## src/rtl/procesador_pkg.sv

```systemverilog
// procesador_pkg: fetch sequencer state encoding and default widths
package procesador_pkg;
  typedef enum logic [1:0] {
    INACTIVO = 2'd0,
    ESPERAR  = 2'd1,
    DETENIDO = 2'd2
  } estado_t;
  localparam int ANCHO_DEF      = 64;
  localparam int INCREMENTO_DEF = 4;
endpackage

```

## src/rtl/calc_siguiente_pc.sv

```systemverilog
// calc_siguiente_pc: next-PC mux (aligned branch target / PC+step / hold) and misalignment detect
module calc_siguiente_pc #(
  parameter int ANCHO      = 64,
  parameter int INCREMENTO = 4
) (
  input  logic [ANCHO-1:0] pc,
  input  logic             avanzar,
  input  logic             salto_valido,
  input  logic [ANCHO-1:0] direccion_salto,
  output logic [ANCHO-1:0] pc_siguiente,
  output logic             desalineado
);
  always_comb begin
    pc_siguiente = salto_valido ? {direccion_salto[ANCHO-1:2], 2'b00}
                 : avanzar      ? pc + ANCHO'(INCREMENTO)
                 : pc;
    desalineado  = salto_valido & |direccion_salto[1:0];
  end
endmodule

```

## src/rtl/secuenciador_pc.sv

```systemverilog
// secuenciador_pc: fetch sequencer owning the PC, issuing instruction-memory requests
module secuenciador_pc
  import procesador_pkg::*;
#(
  parameter int               ANCHO      = ANCHO_DEF,
  parameter logic [ANCHO-1:0] DIR_RESET  = '0,
  parameter int               INCREMENTO = INCREMENTO_DEF
) (
  input  logic             clk,
  input  logic             reset,
  input  logic             habilitar,
  input  logic             detener,
  input  logic             salto_valido,
  input  logic [ANCHO-1:0] direccion_salto,
  input  logic             im_listo,
  output logic             im_solicitud,
  output logic [ANCHO-1:0] im_direccion,
  output logic             instruccion_valida,
  output logic [ANCHO-1:0] pc_instruccion,
  output logic [31:0]      contador_instrucciones,
  output logic             salto_desalineado
);
  estado_t          estado_q, estado_d;
  logic [ANCHO-1:0] pc_q, pc_d, pc_instr_q, pc_instr_d;
  logic [31:0]      contador_q, contador_d;
  logic             valida_q, valida_d, desal_q, desal_d, desalineado, completa;

  calc_siguiente_pc #(.ANCHO(ANCHO), .INCREMENTO(INCREMENTO)) u_calc (
    .pc              (pc_q),
    .avanzar         (completa),
    .salto_valido    (salto_valido),
    .direccion_salto (direccion_salto),
    .pc_siguiente    (pc_d),
    .desalineado     (desalineado)
  );

  // a branch in the completing cycle makes the fetch wrong-path, so it is not counted
  always_comb begin
    completa   = (estado_q == ESPERAR) & im_listo & ~salto_valido;
    estado_d   = salto_valido ? estado_q
               : (estado_q == INACTIVO) ? ((habilitar & ~detener) ? ESPERAR : INACTIVO)
               : (estado_q == ESPERAR)  ? (~im_listo ? ESPERAR
                                           : detener ? DETENIDO
                                           : habilitar ? ESPERAR : INACTIVO)
               : (estado_q == DETENIDO) ? (detener ? DETENIDO
                                           : habilitar ? ESPERAR : INACTIVO)
               : INACTIVO;
    valida_d   = completa;
    pc_instr_d = completa ? pc_q : pc_instr_q;
    contador_d = contador_q + 32'(completa);
    desal_d    = desalineado;
  end

  always_ff @(posedge clk or posedge reset) begin
    if (reset) begin
      estado_q   <= INACTIVO;
      pc_q       <= DIR_RESET;
      pc_instr_q <= '0;
      contador_q <= '0;
      valida_q   <= 1'b0;
      desal_q    <= 1'b0;
    end else begin
      estado_q   <= estado_d;
      pc_q       <= pc_d;
      pc_instr_q <= pc_instr_d;
      contador_q <= contador_d;
      valida_q   <= valida_d;
      desal_q    <= desal_d;
    end
  end

  assign im_solicitud           = estado_q == ESPERAR;
  assign im_direccion           = pc_q;
  assign instruccion_valida     = valida_q;
  assign pc_instruccion         = pc_instr_q;
  assign contador_instrucciones = contador_q;
  assign salto_desalineado      = desal_q;
endmodule

```

## config.mk

```make
export PLATFORM = sky130hd
export DESIGN_NAME = secuenciador_pc
export DESIGN_NICKNAME = d
export VERILOG_FILES = /design/src/rtl/procesador_pkg.sv /design/src/rtl/calc_siguiente_pc.sv /design/src/rtl/secuenciador_pc.sv
export SDC_FILE = /design/constraint.sdc
export NUM_CORES = 1
export LEC_CHECK = 0
export ABC_AREA = 1
export CAP_MARGIN = 10
export CORE_MARGIN = 2
export CORE_UTILIZATION = 35
export CTS_BUF_LIST = sky130_fd_sc_hd__clkbuf_4 sky130_fd_sc_hd__clkbuf_8
export DETAILED_ROUTE_END_ITERATION = 10
export GPL_TIMING_DRIVEN = 0
export PLACE_DENSITY_LB_ADDON = 0.1
export SLEW_MARGIN = 5
export SYNTH_ARGS = -nofsm -noshare
export SYNTH_HDL_FRONTEND = slang
export SYNTH_HIERARCHICAL = 1
export SYNTH_SLANG_ARGS = --single-unit
```

## constraint.sdc

```tcl
create_clock -name clk -period 4.45 [get_ports clk]
set_input_delay 0.445 -clock clk [delete_from_list [all_inputs] [get_ports clk]]
set_output_delay 0.445 -clock clk [all_outputs]
set_load 0.1 [all_outputs]
```

Word-level counts from Yosys, hierarchy flattened

Cells that the tools add are included.

Bits in registers: 164
Output and inout port bits: 163
Logic and storage cells: 28

$add $sub $neg: 2
Eq/ne operators: 2
Mux-type cells: 9
Bitwise logic cells: 6
Reductions and logical operators: 3

Operators with widths:

| cell                                           | number |
|---|---|
| two-way mux 64 bit                             | 2 |
| adder 64 x 3 -> 64 bit (second input constant) | 1 |
| adder 32 x 1 -> 32 bit                         | 1 |
| two-way mux 2 bit                              | 5 |
| bitwise AND 1 bit                              | 4 |
| == test 2 x 1 -> 1 bit (second input constant) | 1 |
| == test 2 bit (second input constant)          | 1 |
| zero test 2 bit                                | 1 |
| two-way mux 1 bit                              | 2 |
| inverter 1 bit                                 | 2 |
| nonzero test 2 bit                             | 1 |
| OR reduction 2 bit                             | 1 |

Depth between registers and ports, before layout

Gate-level depths: netlist (run 1).

Word-level depth: 5
Gate-level depth with buffers: 17
Gate-level depth less buffers: 15

Modules after synthesis

The synthesis (run 1) kept the hierarchy.

By module, submodules not included:

| module            | times used | cells each | area an instance (sq um) |
|---|---|---|---|
| secuenciador_pc   | 1          | 588        | 6014.5 |
| calc_siguiente_pc | 1          | 612        | 2964.1 |

Worst setup path before layout (run 1)

No wires, ideal clock.

Path type: register to register
Start point: register estado_q[1]
End point: register pc_q[49] (netlist: im_direccion[49])
Arrival: 2.510 ns
Path slack: 1.822 ns
Stages on the path, launching flop included: 15
Buffers on the path: 2
Cell sequence: dfrtp_1 nor2_4 nand3_1 inv_2 buf_2 buf_4 nand2_1 nor2_4 nand2_4 nor2_8 nand2_4 nor2_8 nand4_1 nand3_1 nand2_1

Word-level cells in the longest chain between the ends: 4

RTL lines:

| what                           | line                  | RTL |
|---|---|---|
| start: declaration             | secuenciador_pc.sv:23 | `estado_t estado_q, estado_d;` |
| start signal: assignment       | secuenciador_pc.sv:63 | `estado_q <= estado_d;` |
| == test 2 x 1 -> 1 bit         | n/a                   |  |
| net im_solicitud               | secuenciador_pc.sv:16 | `output logic im_solicitud,` |
| bitwise AND 1 bit (2 in a row) | secuenciador_pc.sv:39 | `completa = (estado_q == ESPERAR) & im_listo & ~salto_valido;` |
| net completa                   | secuenciador_pc.sv:26 | `logic valida_q, valida_d, desal_q, desal_d, desalineado, completa;` |
| nonzero test 2 bit (no line)   | n/a                   |  |
| end signal: assignment         | secuenciador_pc.sv:64 | `pc_q <= pc_d;` |
| end: declaration               | secuenciador_pc.sv:24 | `logic [ANCHO-1:0] pc_q, pc_d, pc_instr_q, pc_instr_d;` |

The timed path passes the listed nets, and every way through them passes these cells.
A chain may end at the register's enable or synchronous reset.

Worst setup path in the final report (run 1)

Start point: input salto_valido
End point: register pc_q[49] (netlist: im_direccion[49])

Word-level cells in the longest chain between the ends: 3

RTL lines:

| what                         | line                  | RTL |
|---|---|---|
| start: declaration           | secuenciador_pc.sv:13 | `input logic salto_valido,` |
| inverter 1 bit               | secuenciador_pc.sv:39 |  |
| bitwise AND 1 bit            | secuenciador_pc.sv:39 |  |
| net completa                 | secuenciador_pc.sv:26 |  |
| nonzero test 2 bit (no line) | n/a                   |  |

The timed path passes the listed nets, and every way through them passes these cells.

==> run summary, run 1 <==
Tmin final: 2680 ps
Netlist Area Pre-Place: 0.00898 mm²
Initial Util: 35.7%
Share of the synthesized area in the top cell type: 45.7%
# diodes: 0
Crit path max fanout: 13
DR DRC count: 0
First-pass GRT wire length: 48.3 mm
Setup violations, final: 0
Routed length per placed instance: 17.4 µm
Cts hold-fix bufs: 0
Cell taking the most area after synthesis: dfrtp_1
Die Area: 0.0270 mm²
Type of destination of the critical path: register
Syn nets: 1274
Most common cell after layout, fill and taps aside: nand2_1
Slew @ Worst Pin: 1050 ps
GR Overflow Total: 0
Placed cells: 1767
CTS Sinks: 164
Post-Route WL: 31.2 mm
Vias per inst: 4.75
Placed wire-length estimate: 24.3 mm
CP max-delay cell: clkdlybuf4s50_1
CP peak stage delay: 530 ps
CTS tree: yes
Synthesized area per cell: 7.48 µm²
Worst skew pair latency: 470 ps
Met3 Use GR: 3.36%
Final-stage net count: 1530
Clk buf depth: 2
Final Cycle Share: 60.2%
Synth Flop Type: dfrtp_1
GRT busiest layer: met2
Root buffer cell: clkbuf_8
YS warnings: 6
RSZ-0062 raised after global routing: no
Max-slew headroom: 30.0%
Post-synthesis cell type count: 42
Final instance area: 0.0122 mm²
Worst EP required: 4810 ps
CTS H-tree lvls: 4
Min-delay worst type: input pin to async pin
Share of cells above drive strength 1: 9.39%
Cells after Synth: 1200
Placed inst area: 0.0118 mm²
Final setup margin: 1770 ps
Die W: 164 µm
#FFs+latches synth: 164
Post-DRT Antenna Nets: 0
Vias in the first global route: 8554
Layout area overhead: 35.9%
Post-CTS Resized: 0
Most frequent cells in the layout: 521 x nand2_1, 232 x clkdlybuf4s50_1, 164 x dfrtp_1, 113 x nor2_1
Row count: 58
Fin util: 48.4%
Slew Viols, Final: 0
Worst IR drop on VDD: 370 µV
Final cell count without fillers: 1799
Die H: 164 µm
Crit-path cells: clkdlybuf4s50_1 -> inv_1 -> nand3_1 -> inv_2 -> buf_2 -> buf_4 -> nand2_1 -> nor2_4 -> nand2_4 -> nor2_8 -> nand2_4 -> nor2_8 -> nand4_1 -> nand3_1 -> nand2_1
GRT Overall Usage: 23.8%
Cell area power density: 502 mW/mm²
Critical path depth: 15
Power, Total: 6.13 mW
Hold Vio Cnt, Final: 0
Worst-case reg-to-reg path depth: 14
Top Ports: 233
FMAX: 373 MHz
Top post-synthesis cells by area: dfrtp_1 46%, nand2_1 22%, nor2_1 4.7%
Total negative slack: 0 ps
Clock-pin slew on the worst setup and hold paths: 110 ps
Via count: 8541
Met1 Usage GRT: 33.1%
Initial antenna violation count: 0
Critical path class: input pin to register
Leak: 5.55 nW
Global Route met2 Usage: 38.5%
Clk_skew: 20.1 ps
# Post-CTS Setup Buffers: 0
Routability cong.: 0.929
Number of port buffers: 232
Sequential area share after synthesis: 45.7%
Post-synth EDFFs: 0
Core ar.: 0.0252 mm²
Largest net degree at the start of global routing: 37
Place WS: 1190 ps
Startpoint class of the critical path: input pin
Max Cap Viol: 0
Iter 0 DRT Violations: 648
CP arrival: 3040 ps
Status: completed
Total CTS buffers: 17
TritonRoute pass-1 iters: 5
CP delay by family, top: buffers and inverters
Fraction of registers with async set/reset: 100%
Buf+Inv Stages, Crit Path: 5
Hold WS: 237 ps
==> final cells by class <==
type	instances	area, µm²
Inverter	87	330
Fill cell	2564	13000
Clock inverter	14	140
Sequential cell	164	4100
Tap cell	330	413
Multi-Input combinational cell	920	4360
Buffer	29	188
Timing Repair Buffer	237	2420
Clock buffer	18	241
==> kinds of logic after synthesis <==
family                   share of synthesized area [%]
AND/OR/NAND/NOR                                   41.1
flip-flops                                        45.7
buffers and inverters                             5.73
AO/OA/AOI/OAI                                     3.34
XOR/XNOR                                          3.60
adder cells (fa/ha/maj)                          0.557
==> path summary, 6_finish.rpt <==
path                                    startpoint                        end  slack [ps]
worst max-delay path                  salto_valido           im_direccion[49]        1770
worst min-delay path                         reset  contador_instrucciones[5]         240
worst max register to register         estado_q[1]           im_direccion[49]        1920
worst min register to register  pc_instruccion[35]         pc_instruccion[35]         490
max in group asynchronous                    reset           im_direccion[45]        3260
min in group clk                pc_instruccion[35]         pc_instruccion[35]         490
==> flip-flops by register name (all words and copies together), names as in the netlist <==
register / count
im_direccion: 64
pc_instruccion: 64
contador_instrucciones: 32
estado_q: 2
instruccion_valida: 1
salto_desalineado: 1
==> Yosys cell counts, types with 5 or more instances <==
cell,number
nor2_8,5
nand2_4,5
o21ai_0,20
nand2_2,16
nand3_1,81
inv_1,82
o21ai_1,5
buf_6,7
dfrtp_1,164
nand3b_1,8
nand4_1,13
xnor2_1,10
o21bai_1,11
nor2_2,25
clkbuf_1,8
nand2_1,521
nor2_4,14
nor2_1,113
nor3_1,12
xor2_1,25
buf_2,9
a21oi_1,8
==> per-layer routing <==
| layer | share of wire (%) | wire, µm |
|---|---|---|
| met1 | 46 | 14400 |
| met2 | 47 | 14600 |
| met3 | 5.5 | 1730 |
| met4 | 1.7 | 531 |
| met5 | 0 | 0 |
==> power by group <==
| group | leakage (nW) | switching, mW | internal [mW] | total [mW] |
|---|---|---|---|---|
| Combinational | 3.27 | 2.38 | 0.651 | 3.03 |
| Clock | 0.196 | 0.645 | 0.467 | 1.11 |
| Sequential | 2.09 | 0.243 | 1.75 | 1.99 |
| Total | 5.55 | 3.26 | 2.87 | 6.13 |
==> worst reg2reg max path, cell delays in order, from the launching register on <==
cell and delay (ps):
dfrtp_1 430, nor2_4 120, nand3_1 120, inv_2 140
buf_2 300, buf_4 230, nand2_1 110, nor2_4 190
nand2_4 100, nor2_8 120, nand2_4 80, nor2_8 170
nand4_1 120, nand3_1 110, nand2_1 60
Power figures use the tool's default switching activity.
==> run 2, diff against run 1 <==
clock period = 2.2 ns   (was 4.45 ns; I/O delays follow)
==> run summary, run 2 (synthesis gave the netlist of run 1 again) <==
Die Area: 0.0270 mm²
Final instance area: 0.0121 mm²
Final-stage net count: 1539
Hold Vio Cnt, Final: 0
First-pass GRT wire length: 48.5 mm
Min-delay worst type: input pin to async pin
Worst-case reg-to-reg path depth: 15
Placed inst area: 0.0119 mm²
Routability cong.: 0.898
Status: completed
Total negative slack: 0 ps
Area of the multi-input gates: 0.00440 mm²
Most common cell after layout, fill and taps aside: nand2_1
Buf+Inv Stages, Crit Path: 1
Max Cap Viol: 0
Leak: 6.12 nW
Share of cells above drive strength 1: 10.6%
Vias in the first global route: 8657
Clk_skew: 20.3 ps
Critical path class: register to output port
Layout fillers: 2561
Routed length per placed instance: 17.3 µm
Critical path depth: 1
Worst skew pair latency: 470 ps
R2R setup slack: 150 ps
TritonRoute pass-1 iters: 8
CP delay by family, top: buffers and inverters
Slew @ Worst Pin: 1050 ps
Final cell count without fillers: 1809
Clock-pin slew on the worst setup and hold paths: 100 ps
Worst reg2reg path startpoint: estado_q[1]
CP peak stage delay: 910 ps
CTS tree: yes
Placed wire-length estimate: 24.2 mm
Total CTS buffers: 17
RSZ-0062 raised after global routing: no
DR DRC count: 0
Crit path max fanout: 6
Setup violations, final: 0
GR Overflow Total: 0
Cell area power density: 983 mW/mm²
Vias per inst: 4.79
Iter 0 DRT Violations: 700
GRT Overall Usage: 23.8%
Startpoint class of the critical path: register
Row count: 58
Most frequent cells in the layout: 519 x nand2_1, 164 x dfrtp_1, 158 x dlygate4sd2_1, 109 x nor2_1, 80 x inv_1
Largest net degree at the start of global routing: 37
CP max-delay cell: clkdlybuf4s15_1
Type of destination of the critical path: output port
Initial antenna violation count: 0
Die H: 164 µm
Cts hold-fix bufs: 0
Clk buf depth: 2
Post-Route WL: 31.3 mm
CP arrival: 1910 ps
Number of port buffers: 232
Slew Viols, Final: 0
CTS Sinks: 164
Placed cells: 1767
Power, Total: 11.9 mW
Layout area overhead: 35.1%
Top Ports: 233
Initial Util: 35.7%
Max-slew headroom: 30.5%
Worst IR drop on VDD: 621 µV
Via count: 8658
FMAX: 470 MHz
Tmin final: 2130 ps
Worst EP required: 1980 ps
Die W: 164 µm
Root buffer cell: clkbuf_8
Final Cycle Share: 96.7%
Crit-path cells: clkdlybuf4s15_1
Hold WS: 121 ps
Post-DRT Antenna Nets: 0
CTS H-tree lvls: 4
Reg-to-reg endpoint: im_direccion[33]
Register Area: 0.00410 mm²
Core ar.: 0.0252 mm²
[run 2: area by class of cell]
class | instances | area share, %
multi-input combinational | 920 | 36.2
sequential | 164 | 33.8
timing repair buffer | 247 | 19.1
tap | 330 | 3.40
inverter | 87 | 2.76
clock buffer | 18 | 2.04
buffer | 28 | 1.57
clock inverter | 14 | 1.05
antenna | 1 | 0.0206
[run 2: metrics by stage]
stage	setup WS, ps	util, %
after floorplan	-212	-
after global placement	-1740	46.7
after detailed placement	-558	47.1
after CTS	6.81	47.9
after global routing	3.07	48.2
final	71.7	48.2
[run 2: worst max-delay path by stage]
stage	start	end	slack [ps]
floorplan	estado_q[0]	im_direccion[33]	-210
global placement	reset	pc_instruccion[44]	-1740
detailed placement	salto_valido	im_direccion[49]	-560
CTS	pc_instruccion[55]	pc_instruccion[55]	7
global route	im_direccion[43]	im_direccion[43]	3
finish	im_direccion[26]	im_direccion[26]	70
[run 2: worst register-to-register path: cells and delay by family, from the launching register on]
kind,cells,cell delay (ps)
simple gates,13,1260
flops,1,430
buf+inv,2,270
[run 2: per-layer routing]
layer  up-vias  share of wire (%)  global-route usage [%]
met4         0                1.5                    7.10
li1       4278                  -                       -
met2       283                 48                    39.0
met1      4062                 45                    32.2
met5         -                  0                       0
met3        35                6.0                    4.19
[run 2: where the power goes]
part | internal [mW] | leakage [nW] | switching (mW) | total [mW]
logic | 0.956 | 3.84 | 4.80 | 5.76
clock network | 0.846 | 0.191 | 1.30 | 2.15
registers | 3.54 | 2.09 | 0.476 | 4.01
total | 5.34 | 6.12 | 6.59 | 11.9
[run 2: timing repair]
| item | CTS | global route |
|---|---|---|
| setup buffers | 3 | 7 |
| hold endpoints to repair | 0 | 0 |
| pin swaps | 2 | 7 |
| gates resized for setup | 163 | 10 |
| gates cloned | 0 | 0 |
| endpoints found under the setup margin | 172 | 20 |
